`src/rtl/regfile_mp.sv`:
```
// rtl/regfile_mp.sv - multi-read-port register file with write bypass and pending-write scoreboard
module regfile_mp #(
    parameter int XLEN    = 32,
    parameter int AW      = 5,
    parameter int NRD     = 2,
    parameter int ZERO_X0 = 1
) (
    input  logic                clk,
    input  logic                rst_n,
    input  logic [NRD-1:0]      rd_en,
    input  logic [NRD*AW-1:0]   rd_addr,
    output logic [NRD*XLEN-1:0] rd_data,
    output logic [NRD-1:0]      rd_busy,
    input  logic                we,
    input  logic [AW-1:0]       wr_addr,
    input  logic [XLEN-1:0]     wr_data,
    input  logic                claim_en,
    input  logic [AW-1:0]       claim_addr,
    input  logic                flush
);

    localparam int DEPTH = 1 << AW;

    logic [XLEN-1:0]  mem [DEPTH];
    logic [DEPTH-1:0] pend;
    logic [DEPTH-1:0] pend_nxt;
    logic             wr_ok;

    // Register 0 is hard-wired when ZERO_X0 is set, so writes to it are dropped.
    assign wr_ok = we && !((ZERO_X0 != 0) && (wr_addr == '0));

    // Pending next state: flush beats claim, claim beats a same-cycle write-back.
    always_comb begin
        pend_nxt = pend;
        for (int r = 0; r < DEPTH; r++) begin
            if (flush) begin
                pend_nxt[r] = 1'b0;
            end else if (claim_en && (claim_addr == AW'(r))) begin
                pend_nxt[r] = 1'b1;
            end else if (we && (wr_addr == AW'(r))) begin
                pend_nxt[r] = 1'b0;
            end
            if ((ZERO_X0 != 0) && (r == 0)) begin
                pend_nxt[r] = 1'b0;
            end
        end
    end

    // Storage array update from the single write port.
    always_ff @(posedge clk or negedge rst_n) begin
        if (!rst_n) begin
            for (int i = 0; i < DEPTH; i++) begin
                mem[i] <= '0;
            end
        end else if (wr_ok) begin
            mem[wr_addr] <= wr_data;
        end
    end

    // Pending-bit scoreboard register.
    always_ff @(posedge clk or negedge rst_n) begin
        if (!rst_n) begin
            pend <= '0;
        end else begin
            pend <= pend_nxt;
        end
    end

    for (genvar p = 0; p < NRD; p++) begin : g_rd
        logic [AW-1:0]   a;
        logic [XLEN-1:0] d_nxt;
        logic [XLEN-1:0] d_q;
        logic            b_q;

        assign a = rd_addr[p*AW +: AW];

        // Read source select: zero register, then write-first bypass, then array.
        always_comb begin
            if ((ZERO_X0 != 0) && (a == '0)) begin
                d_nxt = '0;
            end else if (we && (wr_addr == a)) begin
                d_nxt = wr_data;
            end else begin
                d_nxt = mem[a];
            end
        end

        // Registered read data and busy flag; both hold while the port is idle.
        always_ff @(posedge clk or negedge rst_n) begin
            if (!rst_n) begin
                d_q <= '0;
                b_q <= 1'b0;
            end else if (rd_en[p]) begin
                d_q <= d_nxt;
                b_q <= pend_nxt[a];
            end
        end

        assign rd_data[p*XLEN +: XLEN] = d_q;
        assign rd_busy[p]              = b_q;
    end

endmodule

```
`config.mk`:
```
export PLATFORM = sky130hd
export DESIGN_NAME = regfile_mp
export DESIGN_NICKNAME = d
export VERILOG_FILES = /design/src/rtl/regfile_mp.sv
export SDC_FILE = /design/constraint.sdc
export NUM_CORES = 2
export LEC_CHECK = 0
export CELL_PAD_IN_SITES_DETAIL_PLACEMENT = 1
export CELL_PAD_IN_SITES_GLOBAL_PLACEMENT = 1
export CORE_MARGIN = 10
export CORE_UTILIZATION = 54
export CTS_CLUSTER_DIAMETER = 40
export DETAILED_ROUTE_END_ITERATION = 8
export PLACE_DENSITY_LB_ADDON = 0.2
export SYNTH_ARGS = -nofsm -noshare
export SYNTH_HDL_FRONTEND = slang
export SYNTH_SLANG_ARGS = --single-unit
```
`constraint.sdc`:
```
create_clock -name clk -period 1.95 [get_ports clk]
set_input_delay 0.39 -clock clk [delete_from_list [all_inputs] [get_ports clk]]
set_output_delay 0.39 -clock clk [all_outputs]
set_load 0.02 [all_outputs]
```
# Yosys cells after proc, flatten, opt, wreduce, memory -nomap -nowiden
# Cells that the tools add are included.
# word_totals
regBits	1121
latch_bits	0
mem_bits_rw	0
romBits	0
in_bits	59
out_inout_bits	66
mem_count	0
# classes
n_addsub	0
multipliers	0
n_div	0
order_cmp	6
n_eq_ne	64
shift	0
mux	110
n_bitwise	3
reduce_logical	70
# ops
operator	n
$bwmux W1024	1
$bmux W32 S5	2
$mux W32	9
$demux W32 S5	1
$eq A5 B5 Y1 const B	32
$mux W1	95
$eq A5 B4 Y1 const B	16
$logic_and A1 B1 Y1	66
$eq A5 B3 Y1 const B	8
$eq A5 B2 Y1 const B	4
$ge A6 B6 Y1 const B	3
$not A5 Y6	3
$logic_not A5 Y1	3
$lt A5 B6 Y1 const B	2
$bmux W1 S5	2
$eq A5 B1 Y1 const B	2
$eq A5 B5 Y1	2
$lt A6 B1 Y1 const B	1
$logic_not A1 Y1	1

# Longest topological paths before layout
# logic_depth
depth_word	7
depth_mapped	10

# Worst setup path before layout
# OpenSTA, ideal clock, no wires.
# synth_timing
path_kind	input to register
from	input port rd_addr[6]
to	register g_rd[1].d_q[0]
arrival_time_ps	2180
t_required_ps	1801
setup_slack_ps	-379
path_stages	9
path_buffers	3
path_cell_list	buf_2 -> buf_2 -> clkbuf_1 -> mux4_2 -> mux4_2 -> mux2i_1 -> nand2_1 -> o21ai_1 -> o22ai_1
# synth_between
elab_chain_len	6
# synth_rtl
item	line	rtl
start, declared	11	input logic [NRD*AW-1:0] rd_addr,
$not A5 Y6 (not written as such)	84	d_nxt = mem[a];
$bmux W32 S5	84	
$mux W32 (not written as such) (2 in a row)	84	
$mux W32	81	end else if (we && (wr_addr == a)) begin
$mux W32 (*)	79	if ((ZERO_X0 != 0) && (a == '0)) begin
end signal, assigned	94	d_q <= d_nxt;
end, declared	72	logic [XLEN-1:0] d_q;
# Mark *: on every way between the ends. The rest lies on a longest branch, timed or not. The select of a mux whose other input is x is not followed.
# A chain may end at the register's enable or synchronous reset.

# Worst setup path in the final report
# layout_timing
from	register mem[533] in the netlist's numbering
to	register g_rd[1].d_q[21]
# layout_between
elab_chain_len	5
# layout_rtl
item	line	rtl
start, declared	24	logic [XLEN-1:0] mem [DEPTH];
start signal, assigned by index	56	mem[wr_addr] <= wr_data;
$bmux W32 S5	84	
$mux W32 (not written as such) (2 in a row)	84	
$mux W32	81	
$mux W32	79	
# Every way passes these cells. The select of a mux whose other input is x is not followed.

==> impl_results.md <==
* Maximum clock frequency at slightly above 0.4 GHz
* Synth Instances at between 3000 and 4000
* Final Instance Area at about 75000 sq um
* Number of vias per cell at just under 8
* Power per cell area at roughly 1100 nW/um^2
* Net switching power of the design at about 28000 uW
* Number of fill cells in the layout at 9101
* Sequential-to-total area share from yosys stat at between 40% and 50%
* Worst setup skew after layout at about 41 ps
* Clk_lat worst skew at approximately 820 ps
* Number of hold-slack violations in the final timing report at 0
* Violated checks: negative setup slack
* Clock period minus worst slack at ~2500 ps
* Worst path required time at around 2600 ps
* Area used by sequential logic in the layout at between 20000 and 30000 sq um
* Fraction of layout instances using a drive strength above 1 at approximately 63%
* Critical path type: reg -> reg
* Final Cycle Share at 127%
* Total number of vias at 46700
* Antenna violation net count after detailed routing at 0
* Max Root-Sink Buffers at 3
* Met2 track demand over resource in global routing at around two thirds
* Maximum number of pins on one net before global-route repair at 95
* Cell-internal power at 58300 uW
* Setup violations, final at 100
* Number of iterations in the first detailed-routing pass at 8
* Max Slew Vio Count at 0
* Setup TNS at -10970 ps
* Fraction of registers with async set/reset at 100%
* Power share of the sequential group at between 30 and 40%
* Global router's overall resource usage at 41.9%
* Initial cell density of the core at between 50% and 60%
* Number of levels the H-tree was split into at 4
* Height of the die at about 350 um
* Max transition margin at 44.8%
* Post-Synthesis Cell Area at ~59000 sq um
* Utilization of the core after routing at ~70%
* GR Util met1 at between 50% and 60%
* Wire length of the first global-routing pass at between 300000 and 400000 um
* CTS tree: built
* Overflow after GRT at 0
* Clock network power share at a little under two fifths
* FF+latch count, synth at between 1000 and 1500
* CTS Sinks at 1121
* Cell type with the highest occurrence count on the critical path: sky130_fd_sc_hd__mux4_2
* Total nets after synthesis at ~3800
* Slowest Stage Delay on Critical Path at 580 ps
* Maximum fanout encountered on the critical timing path at 2
* Post-layout nets at about 4500
* I/O Buffers at roughly 120
* Clock-pin slew of the registers on the worst-case setup and hold paths at 80 ps
* Cell-by-cell listing of the critical path: mux4_2 > mux4_2 > mux2i_2 > nand2_1 > o21ai_2 > buf_6 > o22ai_2
* Synthesis-to-layout area growth at 26.6%
* Number of buffers and inverters on the critical path at 1
* Average instance area after synthesis at between 15 and 20 sq um
* Number of CTS-inserted buffers at about 160
* Power Total at 86200 uW
* Worst Hold Class: in -> async
* Placer's final routability congestion estimate at between 0.8 and 0.9
* Top_reg_cell synth: sky130_fd_sc_hd__dfrtp_1
* LEAKAGE at roughly 0.033 uW
* Combinational group share of total power at between 20% and 30%
* Final HPWL from detailed placement at between 100000 and 150000 um
* Number of synthesized flops with an enable pin at 0
* Horizontal extent of the die at between 300 and 400 um
* Number of core rows at 121
* Via count of the first global-routing pass at approximately 50000
* Clock tree root driver cell: sky130_fd_sc_hd__clkbuf_16
* MaxCap Viol Count at 0
* Result of the run: finished with violations
* DR DRC count at 0
* Most heavily used metal layer in global routing: met2
* Data arrival time of the worst path at 3150 ps
* Worst ir drop on vdd at about 1.1 mV
* Ports at roughly 130
* Number of design-rule violations left by the first detailed-router iteration at between 6000 and 7000
* Post-route worst hold slack at 63.0 ps
* Number of warnings reported in the yosys synthesis log at 0
* Setup repair after global routing missed its margin: true
* Critical Path Source Type: flip-flop
* Final setup slack of the worst path at -526 ps
* Number of antenna violations at the first check in global routing at 17
* Die outline area at 123000 sq um
* Multi-input gate area at just under 30000 sq um
* Number of distinct library cells after synthesis at 58
* Proportion of total power due to net switching at between 30 and 40%
* Met3 track demand over resource at between 10% and 20%
* Routed wire length at roughly 280000 um
* Element type at the critical path end: flip-flop
* Worst-margin pin slew at 828 ps
* Wire length per cell at 46.9 um
* Critical path's top delay family: multiplexers
* Core area at about 110000 sq um
* Cell area reported after detailed placement at a little under 70000 sq um
* Slowest stage cell on the critical path: sky130_fd_sc_hd__mux4_2
## flip-flops by register name, indices dropped and copies added, names as in the netlist
register,cells
g_rd.b_q,2
mem,1024
g_rd.d_q,64
pend,31
## per-layer routing
| layer | routed length (um) | share of wire, % |
|---|---|---|
| met1 | 89900 | 32 |
| met2 | 125000 | 44 |
| met3 | 37700 | 13 |
| met4 | 28500 | 10 |
| met5 | 298 | 0.11 |
## synthesized netlist by cell type, drive strengths merged, types with 2 or more instances
master | number | area, sq um
xor2 | 8 | 70.1
nand3 | 20 | 100
a211oi | 8 | 60.1
nor2b | 40 | 250
a311oi | 2 | 17.5
mux2 | 993 | 11200
o22ai | 33 | 206
o221ai | 2 | 17.5
a2111oi | 7 | 61.3
xnor2 | 5 | 43.8
and2 | 2 | 12.5
a31oi | 8 | 50.1
inv | 39 | 146
o32a | 2 | 20.0
clkinv | 2 | 7.51
nor3 | 3 | 15.0
and4bb | 3 | 37.5
and4b | 2 | 20.0
clkbuf | 282 | 1060
a21oi | 62 | 310
nand2 | 83 | 312
nand4bb | 3 | 33.8
o211ai | 17 | 128
nand2b | 8 | 50.1
nor2 | 36 | 135
nor4 | 6 | 37.5
mux4 | 640 | 14400
nand4b | 3 | 26.3
nand4 | 4 | 25.0
dfrtp | 1121 | 28100
and3 | 3 | 18.8
a32oi | 5 | 43.8
nor3b | 2 | 15.0
o31ai | 3 | 22.5
a31o | 2 | 17.5
o2111ai | 5 | 43.8
buf | 150 | 905
or2 | 5 | 31.3
o21ai | 91 | 463
mux2i | 71 | 711
## final cells by class
type	instances	share of cell area [%]
flip-flops and latches	1121	37.4
diodes	11	0.0367
inverters	41	0.219
clock inverters	108	1.80
clock buffers	197	6.00
well taps	1414	2.36
multi-input cells	2196	39.5
repair buffers	922	12.6
## power by group through the flow
stage | clock network (uW) | registers [uW] | logic (uW)
floorplan | 0 | 30400 | 10700
CTS | 32100 | 31500 | 18500
global route | 34000 | 32700 | 20900
finish | 33100 | 32600 | 20500
detailed placement | 0 | 31400 | 16800
global placement | 0 | 30600 | 15900
## kinds of logic (layout without fill, tap and decap cells)
| logic type | Yosys count | after routing | synth area share (%) |
|---|---|---|---|
| mux | 1704 | 1704 | 44.4 |
| buf+inv | 473 | 1268 | 3.57 |
| other cells | 0 | 11 | 0 |
| simple gates | 227 | 227 | 1.97 |
| flops | 1121 | 1121 | 47.3 |
| xor+xnor | 13 | 13 | 0.192 |
| compound gates | 252 | 252 | 2.54 |
## cells in the final DEF, fill, tap and decap left out, types with 8 or more instances in the layout
master | Yosys | final
sky130_fd_sc_hd__clkdlybuf4s50_1 | 0 | 44
sky130_fd_sc_hd__bufinv_16 | 0 | 21
sky130_fd_sc_hd__o21ai_0 | 24 | 16
sky130_fd_sc_hd__o21ai_2 | 2 | 21
sky130_fd_sc_hd__clkbuf_8 | 0 | 19
sky130_fd_sc_hd__clkdlybuf4s15_1 | 0 | 8
sky130_fd_sc_hd__o22ai_1 | 33 | 28
sky130_fd_sc_hd__inv_6 | 0 | 29
sky130_fd_sc_hd__nand2_2 | 0 | 16
sky130_fd_sc_hd__buf_6 | 34 | 53
sky130_fd_sc_hd__mux4_2 | 639 | 640
sky130_fd_sc_hd__clkdlybuf4s15_2 | 0 | 10
sky130_fd_sc_hd__mux2_2 | 991 | 991
sky130_fd_sc_hd__nand2_1 | 83 | 67
sky130_fd_sc_hd__nand3_1 | 20 | 17
sky130_fd_sc_hd__mux2i_2 | 0 | 17
sky130_fd_sc_hd__o21ai_1 | 65 | 54
sky130_fd_sc_hd__mux2i_1 | 71 | 49
sky130_fd_sc_hd__dfrtp_2 | 0 | 22
sky130_fd_sc_hd__clkinv_4 | 0 | 22
sky130_fd_sc_hd__clkinv_2 | 0 | 17
sky130_fd_sc_hd__clkbuf_2 | 0 | 11
sky130_fd_sc_hd__clkinvlp_4 | 0 | 15
sky130_fd_sc_hd__inv_1 | 39 | 37
sky130_fd_sc_hd__diode_2 | 0 | 11
sky130_fd_sc_hd__dlygate4sd2_1 | 0 | 35
sky130_fd_sc_hd__clkbuf_16 | 0 | 170
sky130_fd_sc_hd__dfrtp_1 | 1121 | 1099
sky130_fd_sc_hd__xor2_1 | 8 | 8
sky130_fd_sc_hd__a21oi_1 | 62 | 62
sky130_fd_sc_hd__a31oi_1 | 8 | 8
sky130_fd_sc_hd__buf_4 | 4 | 579
sky130_fd_sc_hd__o211ai_1 | 17 | 17
sky130_fd_sc_hd__clkbuf_1 | 282 | 10
sky130_fd_sc_hd__nor2_1 | 36 | 19
sky130_fd_sc_hd__buf_12 | 0 | 166
sky130_fd_sc_hd__nor2_4 | 0 | 17
sky130_fd_sc_hd__nor2b_1 | 40 | 40
## path summary, 6_finish.rpt
kind / start / end / slack, ps / depth (start not counted)
worst max-delay path: mem[533]$_DFFE_PN0P_ / g_rd[1].d_q[21]$_DFFE_PN0P_ / -530 / 7
worst min register to register: mem[997]$_DFFE_PN0P_ / mem[997]$_DFFE_PN0P_ / 400 / 0
min in group clk: rd_en[0] / g_rd[0].d_q[1]$_DFFE_PN0P_ / 70 / 4
worst min-delay path: rst_n / g_rd[0].d_q[4]$_DFFE_PN0P_ / 60 / 2
worst max register to register: mem[533]$_DFFE_PN0P_ / g_rd[1].d_q[21]$_DFFE_PN0P_ / -530 / 7
max in group asynchronous: rst_n / mem[312]$_DFFE_PN0P_ / 860 / 4
## per-stage QoR
stage / setup slack, ps / std cells
finish: -526 / 6010
floorplan: -259 / 3790
global route: -490 / 6000
detailed placement: -935 / 5544
global placement: -989 / 5544
CTS: -262 / 5954
## timing repair
item / 4_1_cts / 5_1_grt
setup buffers: 115 / 56
cloned: 0 / 3
endpoints found under the setup margin: 147 / 138
hold endpoints to repair: 379 / 0
gates resized for setup: 164 / 124
pin swaps: 14 / 21
hold buffers: 1 / 0
No activity file was read; power rests on OpenSTA's default activity.
==> RTL change: new RTL, same settings <==
Register the input `claim_addr` before use, without a reset. The logic sees it one clock later. The other inputs are not delayed to match.
--- a/src/rtl/regfile_mp.sv
+++ b/src/rtl/regfile_mp.sv
@@ -21,6 +21,12 @@
 
     localparam int DEPTH = 1 << AW;
 
+    logic [AW-1:0] claim_addr_q;
+
+    always_ff @(posedge clk) begin
+        claim_addr_q <= claim_addr;
+    end
+
     logic [XLEN-1:0]  mem [DEPTH];
     logic [DEPTH-1:0] pend;
     logic [DEPTH-1:0] pend_nxt;
@@ -35,7 +41,7 @@
         for (int r = 0; r < DEPTH; r++) begin
             if (flush) begin
                 pend_nxt[r] = 1'b0;
-            end else if (claim_en && (claim_addr == AW'(r))) begin
+            end else if (claim_en && (claim_addr_q == AW'(r))) begin
                 pend_nxt[r] = 1'b1;
             end else if (we && (wr_addr == AW'(r))) begin
                 pend_nxt[r] = 1'b0;
Behaviour: not the same (a bounded check fails within 4 cycles, from zero or initial values and one cycle with rst_n low).
==> RTL change against the unedited design <==
  * The run still ends with setup timing left
  * Highest routed layer unchanged
  * Sequential cell count increased by 5
  * Worst setup slack improved by 0.24 ns
  * Hold slack improved by 0.0024 ns
  * Fmax increased by 11%
  * Clock power decreased by 3%
  * Final area decreased by 1.9%
  * Area after synthesis decreased by 0.16%
  * Utilization decreased by 1.3 points
  * Critical path depth unchanged
  * Critical endpoint unchanged
  * Power decreased by 5.6%
  * Wire length decreased by 20%
==> RTL change: results (changes against the unedited design) <==
Synth top cells by count=dfrtp_1, mux2_2, mux4_2; Initial DRT Pass Iterations=7 (-1); Hold WC Path Type=in2reg; status=complete, but fails checks; clock buffer count from CTS=163 (-0.61%); Total GRT Usage=37.0% (-4.9 points); Regs by FF count=mem (1024), g_rd.d_q (64), pend (31); first-pass GRT wire length=332000 um (-11%); maximum vdd ir drop=861 uV (-18%); CTS clk-pin slew, worst paths=0.06 ns (-0.02 ns); failing checks=setup timing; layout cells sized above 1=59.7% (-3.4 points); vias in the first global route=46600 (-6.1%); Lkg Pwr=32.4 nW (-1.7%); final setup margin=-0.283 ns (+0.243 ns); vias per cell=7.10 (-8.6%); clk_lat worst skew=0.78 ns (-0.04 ns); final setup TNS=-6.28 ns (+4.69 ns); Max transition margin=26.6% (-18 points); post-synthesis cell type count=72 (+24%); skew final=0.0327 ns (-0.00835 ns); initial antenna violation count=1 (-16); Detail Placement HPWL=130000 um (-3.6%); register area share after synthesis=47.6% (+0.25 points); final number of setup-violating endpoints=61 (-39%); RD Place Congestion=0.918 (+4.4%); FFs w/ async S/R, synth=99.6% (-0.44 points); pre-CTS setup slack=-1.04 ns (-0.109 ns); ANT cells=0 (-11); CP peak stage delay=0.53 ns (-0.05 ns); Layout Nets=4349 (-3.5%); Starting DRT DRC Count=4149 (-38%); Port Buf Inserts=124 (unchanged); top cells by area, synth=dfrtp_1, mux4_2, mux2_2; post-synthesis net count=3916 (+1.7%); critical path arrival=2.88 ns (-0.27 ns)
[RTL change: cell families (layout without fill, tap and decap cells)]
logic type | Yosys count | in the layout | share of synthesized area (%)
flip-flops | 1126 | 1126 | 47.6
XOR/XNOR | 12 | 12 | 0.178
AND/OR/NAND/NOR | 302 | 302 | 2.33
buffers and inverters | 518 | 1088 | 3.65
AO/OA/AOI/OAI | 223 | 223 | 2.34
multiplexers | 1676 | 1676 | 43.9
[RTL change: layer usage]
layer	global-route usage (%)	part of all wire, %	up-vias
met1	46.3	36	22400
met4	20.4	6.2	2
met2	59.0	48	2500
li1	-	-	15700
met5	0	0.0057	-
met3	9.37	9.1	843
[RTL change: critical path: cells and delay by family, from the launching register on]
family	cells	cell delay, ns
DFF	1	0.43
AOI/OAI and AO/OA	2	0.14
buffers and inverters	1	0.15
and+or+nand+nor	1	0.10
muxes	3	1.29
[RTL change: final timing paths]
check	start	end	slack, ns	cells after the start
worst max-delay path	mem[565]	g_rd[1].d_q[21]	-0.28	7
worst min-delay path	claim_addr[4]	claim_addr_q[4]	0.07	1
worst max register to register	mem[565]	g_rd[1].d_q[21]	-0.28	7
worst min register to register	mem[1009]	mem[1009]	0.40	0
max in group asynchronous	rst_n	mem[1013]	0.80	4
min in group asynchronous	rst_n	pend[10]	0.15	2
[RTL change: area by class of cell]
class | count | area, um2
multi-input combinational | 2213 | 29600
timing repair buffer | 713 | 7860
tap | 1414 | 1770
sequential | 1126 | 28200
clock inverter | 109 | 1440
fill | 9244 | 35300
clock buffer | 193 | 4430
inverter | 73 | 279
[RTL change: repair_timing]
action | in CTS | in global routing
resized for setup | 171 | 60
endpoints found under the hold margin | 205 | 0
buffers inserted | 45 | 32
pin swaps | 28 | 51
setup endpoints to repair | 124 | 105
hold buffers | 1 | 0
[RTL change: power by group]
part,internal (W),leakage (nW),switching (W)
Clock,0.0198,2.81,0.0123
Combinational,0.0101,15.1,0.00744
Sequential,0.0278,14.5,0.00398
Total,0.0576,32.4,0.0237
[RTL change: per-stage QoR]
step | instances | total power (W) | area [um2]
3_5_place_dp | 5464 | 0.0476 | 66600
4_1_cts | 5809 | 0.0807 | 73100
3_3_place_gp | 5464 | 0.0459 | 66600
5_1_grt | 5841 | 0.0839 | 73600
6_report | 5841 | 0.0813 | 73600
2_1_floorplan | 3857 | 0.0413 | 59900
